<file path="config.mk">
export PLATFORM = sky130hd
export DESIGN_NAME = tinyalu_cmd_driver
export DESIGN_NICKNAME = d
export VERILOG_FILES = /design/src/rtl/tinyalu_cmd_driver.sv
export SDC_FILE = /design/constraint.sdc
export NUM_CORES = 1
export LEC_CHECK = 0
export CORE_MARGIN = 2
export CORE_UTILIZATION = 46
export CTS_CLUSTER_DIAMETER = 60
export DETAILED_ROUTE_END_ITERATION = 8
export PLACE_DENSITY = 0.95
export SYNTH_ARGS = -nofsm -noshare
export SYNTH_HDL_FRONTEND = slang
export SYNTH_SLANG_ARGS = --single-unit
</file>
<file path="constraint.sdc">
create_clock -name clk -period 2.6 [get_ports clk]
set_input_delay 0.78 -clock clk [delete_from_list [all_inputs] [get_ports clk]]
set_output_delay 0.78 -clock clk [all_outputs]
set_load 0.05 [all_outputs]
</file>
<file path="src/rtl/tinyalu_cmd_driver.sv">
// Command driver for the TinyALU: accepts a command, sequences the ALU start/done
// handshake with a timeout, and holds the result until the consumer takes it.
module tinyalu_cmd_driver #(
    parameter int unsigned TIMEOUT = 31
) (
    input  logic        clk,
    input  logic        reset,
    input  logic        cmd_valid,
    output logic        cmd_ready,
    input  logic [7:0]  cmd_A,
    input  logic [7:0]  cmd_B,
    input  logic [2:0]  cmd_op,
    output logic [7:0]  alu_A,
    output logic [7:0]  alu_B,
    output logic [2:0]  alu_op,
    output logic        alu_start,
    output logic        alu_reset_n,
    input  logic        alu_done,
    input  logic [15:0] alu_result,
    output logic        rsp_valid,
    input  logic        rsp_ready,
    output logic [15:0] rsp_result,
    output logic [2:0]  rsp_op,
    output logic        rsp_err
);

    localparam logic [2:0] OP_ADD = 3'b001;
    localparam logic [2:0] OP_AND = 3'b010;
    localparam logic [2:0] OP_XOR = 3'b011;
    localparam logic [2:0] OP_MUL = 3'b100;
    localparam logic [2:0] OP_RST = 3'b111;
    localparam logic [4:0] TIMEOUT_LAST = 5'(TIMEOUT - 1);

    typedef enum logic [2:0] {
        IDLE  = 3'd0,
        START = 3'd1,
        WAIT  = 3'd2,
        RESP  = 3'd3,
        RST   = 3'd4
    } state_t;

    state_t      state_r;
    logic [4:0]  cnt_r;
    logic        cmd_ready_r;
    logic [7:0]  alu_a_r;
    logic [7:0]  alu_b_r;
    logic [2:0]  alu_op_r;
    logic        alu_start_r;
    logic        alu_reset_n_r;
    logic        rsp_valid_r;
    logic [15:0] rsp_result_r;
    logic [2:0]  rsp_op_r;
    logic        rsp_err_r;

    // Opcodes that do not run the ALU datapath (rst_op never reaches START).
    function automatic logic is_noop(input logic [2:0] op);
        case (op)
            OP_ADD, OP_AND, OP_XOR, OP_MUL: is_noop = 1'b0;
            default:                        is_noop = 1'b1;
        endcase
    endfunction

    // Controller FSM; every output is a register updated here.
    always_ff @(posedge clk) begin
        if (reset) begin
            state_r       <= IDLE;
            cnt_r         <= 5'd0;
            cmd_ready_r   <= 1'b0;
            alu_a_r       <= 8'h00;
            alu_b_r       <= 8'h00;
            alu_op_r      <= 3'b000;
            alu_start_r   <= 1'b0;
            alu_reset_n_r <= 1'b0;
            rsp_valid_r   <= 1'b0;
            rsp_result_r  <= 16'h0000;
            rsp_op_r      <= 3'b000;
            rsp_err_r     <= 1'b0;
        end else begin
            case (state_r)
                IDLE: begin
                    alu_reset_n_r <= 1'b1;
                    if (cmd_ready_r && cmd_valid) begin
                        alu_a_r     <= cmd_A;
                        alu_b_r     <= cmd_B;
                        alu_op_r    <= cmd_op;
                        cmd_ready_r <= 1'b0;
                        cnt_r       <= 5'd0;
                        if (cmd_op == OP_RST) begin
                            alu_reset_n_r <= 1'b0;
                            state_r       <= RST;
                        end else begin
                            alu_start_r <= 1'b1;
                            state_r     <= START;
                        end
                    end else begin
                        cmd_ready_r <= 1'b1;
                    end
                end
                START: begin
                    if (is_noop(alu_op_r)) begin
                        alu_start_r  <= 1'b0;
                        rsp_valid_r  <= 1'b1;
                        rsp_result_r <= 16'h0000;
                        rsp_op_r     <= alu_op_r;
                        rsp_err_r    <= 1'b0;
                        state_r      <= RESP;
                    end else begin
                        state_r <= WAIT;
                    end
                end
                WAIT: begin
                    // A done seen on the last allowed cycle still wins over the timeout.
                    if (alu_done) begin
                        alu_start_r  <= 1'b0;
                        rsp_valid_r  <= 1'b1;
                        rsp_result_r <= alu_result;
                        rsp_op_r     <= alu_op_r;
                        rsp_err_r    <= 1'b0;
                        state_r      <= RESP;
                    end else if (cnt_r == TIMEOUT_LAST) begin
                        alu_start_r  <= 1'b0;
                        rsp_valid_r  <= 1'b1;
                        rsp_result_r <= 16'h0000;
                        rsp_op_r     <= alu_op_r;
                        rsp_err_r    <= 1'b1;
                        state_r      <= RESP;
                    end else begin
                        cnt_r <= cnt_r + 5'd1;
                    end
                end
                RESP: begin
                    if (rsp_ready) begin
                        rsp_valid_r <= 1'b0;
                        cmd_ready_r <= 1'b1;
                        state_r     <= IDLE;
                    end
                end
                RST: begin
                    if (cnt_r == 5'd1) begin
                        cnt_r         <= 5'd0;
                        alu_reset_n_r <= 1'b1;
                        cmd_ready_r   <= 1'b1;
                        state_r       <= IDLE;
                    end else begin
                        cnt_r <= cnt_r + 5'd1;
                    end
                end
                default: begin
                    cnt_r       <= 5'd0;
                    cmd_ready_r <= 1'b0;
                    alu_start_r <= 1'b0;
                    rsp_valid_r <= 1'b0;
                    state_r     <= IDLE;
                end
            endcase
        end
    end

    assign cmd_ready   = cmd_ready_r;
    assign alu_A       = alu_a_r;
    assign alu_B       = alu_b_r;
    assign alu_op      = alu_op_r;
    assign alu_start   = alu_start_r;
    assign alu_reset_n = alu_reset_n_r;
    assign rsp_valid   = rsp_valid_r;
    assign rsp_result  = rsp_result_r;
    assign rsp_op      = rsp_op_r;
    assign rsp_err     = rsp_err_r;

endmodule

</file>
== Word level (Yosys, flattened, before mapping) ==
Cells that the tools add are included.

* Equality and inequality tests: 19
* Reductions and logical operators: 17
* Bitwise operators: 4
* Add/sub/neg operators: 1
* Multiplexer cells: 44

{| class="wikitable"
|+ Operators by type and width
! operator !! count
|-
| $mux 16 || 3
|-
| $pmux 16 s2 || 1
|-
| $mux 3 || 9
|-
| $mux 5 || 4
|-
| $pmux 5 s4 || 1
|-
| $mux 1 || 19
|-
| $pmux 3 s5 || 1
|-
| $ne 2x2->1 const B || 7
|-
| $eq 3x2->1 const B || 4
|-
| $pmux 1 s4 || 3
|-
| $reduce_and 4->1 || 3
|-
| $eq 3x3->1 const B || 3
|-
| $reduce_or 2->1 || 4
|-
| $eq 3x1->1 const B || 2
|-
| $pmux 3 s2 || 1
|-
| $reduce_and 3->1 || 2
|-
| $add 5x1->5 const B || 1
|-
| $eq 5x1->1 const B || 1
|-
| $eq 5x5->1 const B || 1
|-
| $reduce_and 5->1 || 1
|-
| $not 1->1 || 4
|-
| $pmux 1 s2 || 2
|-
| $reduce_and 2->1 || 2
|-
| $reduce_bool 2->1 || 2
|-
| other kinds (4) || 4
|}

* Output and inout bits: 43
* Register bits after elaboration: 51

== Depth between registers and ports, before layout ==
Gate-level depths: netlist of run 1.

* Depth in word-level cells: 7
* Mapped depth: 7
* Depth with buffers taken out: 6

== Worst setup path after synthesis of run 1 ==
No wires, ideal clock.

* Path kind: flip-flop to flip-flop
* From: reg alu_op_r[0], in the netlist alu_op[0]
* To: reg rsp_result_r[10], in the netlist rsp_result[10]
* Period minus slack after synthesis: 1.927 ns
* Buffers on the path: 1
* Arrival: 1.810 ns
* Setup slack: 0.673 ns
* Cell stages (with the launch flop): 6
* Data required time: 2.483 ns
* Library setup time: 0.117 ns
* Path through: dfxtp_1 or3_4 a2111oi_4 nor3_4 buf_6 a22o_1

* Longest elaborated chain between the ends: 7
* Elaborated cells between the ends (all ways): 10
* Classes of those cells: eq/ne: 5; mux: 3; reduce/logical: 2

{| class="wikitable"
|+ RTL lines
! element !! line !! text
|-
| start, declared || 47 || <nowiki>logic [2:0] alu_op_r;</nowiki>
|-
| start signal, assigned || 85 || <nowiki>alu_op_r <= cmd_op;</nowiki>
|-
| $eq 3x1->1 (tied with other cells) || 57 || <nowiki>case (op)</nowiki>
|-
| $reduce_or 4->1 (*) || 57 ||
|-
| $mux 1 (*) || 57 ||
|-
| $mux 1 (*) || 79 || <nowiki>case (state_r)</nowiki>
|-
| $mux 1 (*) || 65 || <nowiki>if (reset) begin</nowiki>
|-
| $ne 2x2->1 (no source line) (*) || -- ||
|-
| $reduce_and 3->1 (no source line) (*) || -- ||
|-
| end signal, assigned || 116 || <nowiki>rsp_result_r <= alu_result;</nowiki>
|-
| end, declared || 51 || <nowiki>logic [15:0] rsp_result_r;</nowiki>
|}

Mark *: on every way between the ends. The rest lies on a longest branch, timed or not. The select of a mux whose other input is x is not followed.
A chain may end at the register's enable or synchronous reset.

== Worst setup path in the final report of run 1 ==
* From: reg cmd_ready_r, in the netlist cmd_ready
* To: out cmd_ready

{| class="wikitable"
|+ RTL lines
! element !! line !! text
|-
| start, declared || 44 || <nowiki>logic cmd_ready_r;</nowiki>
|-
| start signal, assigned || 68 || <nowiki>cmd_ready_r <= 1'b0;</nowiki>
|-
| start signal, assigned || 86 || <nowiki>cmd_ready_r <= 1'b0;</nowiki>
|-
| start signal, assigned || 96 || <nowiki>cmd_ready_r <= 1'b1;</nowiki>
|-
| end, declared || 9 || <nowiki>output logic cmd_ready,</nowiki>
|}

No word-level cell between the ends.

==> impl_metrics.py, run 1 <==
metrics = {
    "floorplan": {
        "pin_count": 83,
        "core_sq_um": 4350,
        "start_util_pct": 47.8,
        "die_w_microns": 71.2,
        "die_area_sq_um": 5070,
        "die_h_microns": 71.2,
        "rows": 24,
    },
    "timing": {
        "setup_viol": 0,
        "fin_ws_ns": 0.238,
        "maxSlewHeadroom_pct": 62.8,
        "worstMarginPinSlew_ns": 0.557,
        "fin_crit_ns": 2.36,
        "slew_violations": 0,
        "hold_viol": 0,
        "grt_setup_unrepaired": "no",
        "setup-tns-final_ns": 0,
        "final.period_utilization_pct": 90.8,
        "fin_skew_ns": 0.00594,
        "fmax_mhz": 423,
    },
    "critical_path": {
        "r2r_cells": 6,
        "crit_path_start_kind": "flip-flop",
        "cp_top_family": "buffers and inverters",
        "arrival_ns": 1.58,
        "worstPathRequired_ns": 1.82,
        "worstSetupPathType": "flip-flop to output pin",
        "r2r_start": "cnt_r[0]",
        "regToRegSetupSlack_ns": 0.65,
        "timing.rr.end": "rsp_valid",
        "path_max_fanout": 5,
        "worst-path-buf-inv": 1,
        "crit_path_cell_trace": "clkdlybuf4s50_1",
        "end_kind": "output pin",
        "slowest_stage": "clkdlybuf4s50_1",
        "max_stage_delay_ns": 0.86,
    },
    "synth": {
        "synth-main-ff-cell": "dfxtp_1",
        "synth_edf_count": 0,
        "synth_top_cell_by_area": "dfxtp_1",
        "yosys_warnings": 0,
        "syn-cell-area_sq_um": 2080,
        "synth_seq_cells": 51,
        "avgSynthCellArea_sq_um": 9.16,
        "ys_types": 48,
        "syn-instance-count": 227,
        "synth_top_cell_area_share_pct": 49.1,
        "seq_area_frac_synth_pct": 49.1,
        "ys_async_sr_fraction_pct": 0,
        "ys_top_cells_by_area": "dfxtp_1 49%, nand2_1 8.3%, a22o_1 5.9%",
        "synth_fp_nets": 270,
    },
    "power": {
        "power.density_nw_per_um2": 734,
        "peakVddDrop_mv": 0.335,
        "leakage_nw": 1.10,
    },
    "clock_tree": {
        "cts_made_buffers": 5,
        "clockBufferDepth": 2,
        "root_buffer": "clkbuf_8",
        "cts_num_sinks": 51,
        "cts_tree": "yes",
        "cts_resized": 0,
        "ctsHtreeMaxLevel": 2,
        "cts_setup_buffers": 0,
        "clk_pin_slew_ns": 0.08,
        "hold_buffers": 0,
        "clk_latency_ns": 0.30,
    },
    "detailed_routing": {
        "route.detailed.drc": 0,
        "vias_per_cell": 5.45,
        "dr.pass1.iters": 4,
        "drtIter0Drc": 142,
        "drt-total-wl_microns": 5490,
        "postRouteAntennaNets": 0,
        "routedWlPerCell_microns": 15.2,
        "route.vias.total": 1967,
    },
    "place": {
        "place_worst_setup_slack_ns": 0.240,
        "gp_congestion": 0.832,
        "portBuffers": 82,
        "place_inst": 354,
        "dpl.hpwl_microns": 3940,
    },
    "worst_hold_path": {
        "min_path_cells": 2,
        "min_path_type": "flip-flop to flip-flop",
        "hold_end": "alu_B[7]",
        "hp-start": "alu_B[7]",
    },
    "outcome": {
        "status": "finished clean",
    },
    "final_layout": {
        "finish.utilization_pct": 69.7,
        "drive_above_1_share_pct": 8.41,
        "area_delta_synth_final_pct": 45.9,
        "fin_cells": 361,
        "final_nets": 352,
        "fillerInstances": 319,
        "ff_latch_area_sq_um": 1020,
        "multi_input_area_sq_um": 980,
        "num_antenna_cells": 0,
    },
    "global_routing": {
        "gr-usage-all-layers_pct": 21.5,
        "grt_start_max_net_pins": 30,
        "overflow": 0,
        "grt_pass1_wl_microns": 8810,
        "antenna_found_initial": 0,
        "first_global_vias": 1888,
    },
    "job": {
        "cap_violations": 0,
    },
}
worst max path at each step:
stage | start | to | slack [ns] | cells after the start
6_report | cmd_ready | cmd_ready | 0.24 | 1
5_1_grt | cmd_ready | cmd_ready | 0.21 | 1
4_1_cts | cmd_ready | cmd_ready | 0.24 | 1
3_5_place_dp | cmd_valid | cnt_r[4] | 0.24 | 5
3_3_place_gp | reset | rsp_result[5] | 0.30 | 5
2_1_floorplan | alu_op[0] | rsp_result[10] | 0.67 | 5
per-stage QoR:
step                instance area, sq um  power [mW]  hold slack [ns]
floorplan                           2080        1.50            0.491
global placement                    2950        1.75            0.433
detailed placement                  2950        1.78            0.446
CTS                                 3030        2.23            0.458
global route                        3030        2.33            0.481
finish                              3030        2.23            0.457
cells in the mapped netlist (2+ instances only):
cell	number
a21boi_0	2
a21o_1	2
a21oi_1	22
a22o_1	14
a22o_2	2
a31oi_1	3
and2_1	2
buf_2	2
clkbuf_1	7
dfxtp_1	51
ha_1	3
inv_1	6
nand2_1	46
nand2b_1	4
nand3_1	3
nor2_1	6
nor2b_1	4
nor3_1	4
nor3_2	2
o21a_1	2
o21ai_0	10
or2_2	3
or3_1	2
kinds of logic after synthesis:
group / Yosys count / synth area share, %
AO/OA/AOI/OAI: 69 / 23.9
AND/OR/NAND/NOR: 85 / 20.9
XOR/XNOR: 1 / 0.421
flip-flops: 51 / 49.1
buffers and inverters: 18 / 3.79
adder cells (fa/ha/maj): 3 / 1.81
power breakdown:
| part | leakage, nW | switching [mW] | total (mW) | internal, mW |
|---|---|---|---|---|
| clock network | 0.0470 | 0.249 | 0.458 | 0.209 |
| registers | 0.414 | 0.0843 | 0.951 | 0.867 |
| logic | 0.641 | 0.493 | 0.818 | 0.324 |
| total | 1.10 | 0.826 | 2.23 | 1.40 |
cells in the final DEF, fill, tap and decap left out, types with 2 or more instances in the layout:
cell / netlist / final
nor3_1: 4 / 4
inv_1: 6 / 6
a22o_2: 2 / 2
o21a_1: 2 / 2
a21o_1: 2 / 2
nand3_1: 3 / 3
o21ai_0: 10 / 10
ha_1: 3 / 3
nor3_2: 2 / 2
or2_2: 3 / 3
a21oi_1: 22 / 22
dfxtp_1: 51 / 51
a21boi_0: 2 / 2
a22o_1: 14 / 14
nand2_1: 46 / 46
nand2b_1: 4 / 4
and2_1: 2 / 2
or3_1: 2 / 2
nor2_1: 6 / 6
nor2b_1: 4 / 4
buf_4: 0 / 5
clkbuf_8: 0 / 6
clkdlybuf4s50_1: 0 / 82
a31oi_1: 3 / 3
cell type report:
| class | count | area share [%] |
|---|---|---|
| flip-flops and latches | 51 | 33.6 |
| multi-input cells | 158 | 32.3 |
| repair buffers | 87 | 28.3 |
| clock buffers | 6 | 2.72 |
| well taps | 52 | 2.14 |
| inverters | 6 | 0.742 |
| clock inverters | 1 | 0.165 |
registers in the layout (all words and copies together) (netlist names):
signal	count
alu_A	8
alu_B	8
alu_op	3
alu_reset_n	1
alu_start	1
cmd_ready	1
cnt_r	5
rsp_err	1
rsp_op	3
rsp_result	16
rsp_valid	1
state_r	3
metal layers:
layer | part of all wire [%] | vias to the layer above | track usage [%] | routed length, microns
met1 | 43 | 923 | 26.7 | 2360
li1 | - | 968 | - | -
met5 | 0 | - | 0 | 0
met3 | 6.5 | 6 | 6.05 | 358
met4 | 0.62 | 0 | 5.87 | 34
met2 | 50 | 70 | 36.6 | 2730
(Power assumes the default switching activity.)
==> inputs of run 2 (changes only) <==
--- a/config.mk
+++ b/config.mk
@@ -5,6 +5,7 @@
 export SDC_FILE = /design/constraint.sdc
 export NUM_CORES = 1
 export LEC_CHECK = 0
+export CORE_ASPECT_RATIO = 0.6
 export CORE_MARGIN = 2
 export CORE_UTILIZATION = 46
 export CTS_CLUSTER_DIAMETER = 60
==> impl_metrics.py, run 2 (same netlist as run 1, synthesis figures left out) <==
metrics = {
    "floorplan": {
        "die_h_microns": 56.1,
        "die_w_microns": 90.8,
        "core_sq_um": 4230,
        "start_util_pct": 49.1,
        "die_area_sq_um": 5090,
        "rows": 18,
        "pin_count": 83,
    },
    "final_layout": {
        "fin_cells": 373,
        "final_common_cell": "clkdlybuf4s50_1",
        "area_delta_synth_final_pct": 47.4,
        "mostFrequentLayoutCells": "82 x clkdlybuf4s50_1, 51 x dfxtp_1, 46 x nand2_1",
        "num_antenna_cells": 0,
        "finish.utilization_pct": 72.4,
        "drive_above_1_share_pct": 9.27,
        "final_nets": 355,
        "largest_reg_flops": 16,
    },
    "global_routing": {
        "first_global_vias": 1827,
        "antenna_found_initial": 0,
        "gr-usage-all-layers_pct": 21.5,
        "grt_pass1_wl_microns": 8780,
        "grt_start_max_net_pins": 20,
        "overflow": 0,
    },
    "power": {
        "peakVddDrop_mv": 0.361,
        "power.density_nw_per_um2": 723,
        "finalPower_mw": 2.22,
        "leakage_nw": 1.11,
    },
    "place": {
        "portBuffers": 82,
        "dpl.hpwl_microns": 4100,
        "gp_congestion": 0.899,
        "place_inst": 365,
    },
    "critical_path": {
        "slowest_stage": "clkdlybuf4s50_1",
        "max_stage_delay_ns": 0.83,
        "r2r_cells": 6,
        "arrival_ns": 1.55,
        "path_max_fanout": 5,
        "crit_path_start_kind": "flip-flop",
        "worst-path-buf-inv": 1,
        "crit_path_cell_trace": "clkdlybuf4s50_1",
        "worstSetupPathType": "flip-flop to output pin",
        "worstPathRequired_ns": 1.82,
        "cp.depth": 1,
        "end_kind": "output pin",
        "cp_top_family": "buffers and inverters",
    },
    "detailed_routing": {
        "drtIter0Drc": 101,
        "route.detailed.drc": 0,
        "routedWlPerCell_microns": 14.8,
        "dr.pass1.iters": 4,
        "postRouteAntennaNets": 0,
        "drt-total-wl_microns": 5500,
        "vias_per_cell": 5.26,
        "route.vias.total": 1961,
    },
    "timing": {
        "hold_viol": 0,
        "slew_violations": 0,
        "maxSlewHeadroom_pct": 60.6,
        "setup-tns-final_ns": 0,
        "grt_setup_unrepaired": "no",
        "setup_viol": 0,
        "final.period_utilization_pct": 89.6,
        "fmax_mhz": 429,
        "fin_skew_ns": 0.00680,
        "worstMarginPinSlew_ns": 0.591,
        "fin_crit_ns": 2.33,
    },
    "clock_tree": {
        "clockBufferDepth": 2,
        "clk_latency_ns": 0.30,
        "clk_pin_slew_ns": 0.09,
        "cts_tree": "yes",
        "cts_made_buffers": 5,
        "cts_setup_buffers": 0,
        "cts_num_sinks": 51,
        "ctsHtreeMaxLevel": 2,
        "hold_buffers": 0,
        "cts_resized": 0,
        "root_buffer": "clkbuf_8",
    },
    "job": {
        "cap_violations": 0,
    },
    "worst_hold_path": {
        "min_path_type": "flip-flop to flip-flop",
        "min_path_cells": 2,
    },
    "outcome": {
        "status": "finished clean",
    },
}
==> run 2: changes by cell type in the layout (fill, tap and decap cells not counted), sizes merged <==
cell / delta
buf: +3
clkinvlp: +1
==> run 2: final cells by class <==
cell class,count,area [sq um]
fillers,339,1170
flip-flops and latches,51,1020
multi-input cells,158,980
repair buffers,90,881
well taps,60,75.1
clock buffers,6,72.6
inverters,6,22.5
clock inverters,2,12.5
==> run 2: path summary, 6_finish.rpt <==
check / endpoint / slack, ns / from
hold / removal: alu_A[4] / 0.46 / alu_A[4]
setup reg to reg: rsp_op[2] / 0.72 / cnt_r[0]
setup / recovery: cmd_ready / 0.27 / cmd_ready
hold reg to reg: alu_A[4] / 0.46 / alu_A[4]
==> run 2: per-stage QoR <==
stage / hold slack, ns / cell area (sq um) / setup WS [ns]
2_1_floorplan: 0.491 / 2080 / 0.673
3_3_place_gp: 0.436 / 2980 / 0.279
3_5_place_dp: 0.443 / 2980 / 0.210
4_1_cts: 0.460 / 3060 / 0.261
5_1_grt: 0.477 / 3060 / 0.206
6_report: 0.459 / 3060 / 0.271
==> run 2: metal layers <==
metal / wire length, microns / global-route usage, % / vias to the layer above
li1: - / - / 967
met1: 2560 / 29.2 / 907
met2: 2410 / 32.9 / 82
met3: 493 / 7.45 / 5
met4: 42 / 5.41 / 0
met5: 0 / 0 / -
==> run 2: report_power, final <==
part | internal, mW | total, mW | switching [mW]
logic | 0.329 | 0.817 | 0.488
registers | 0.867 | 0.952 | 0.0852
clock network | 0.189 | 0.447 | 0.259
total | 1.38 | 2.22 | 0.832
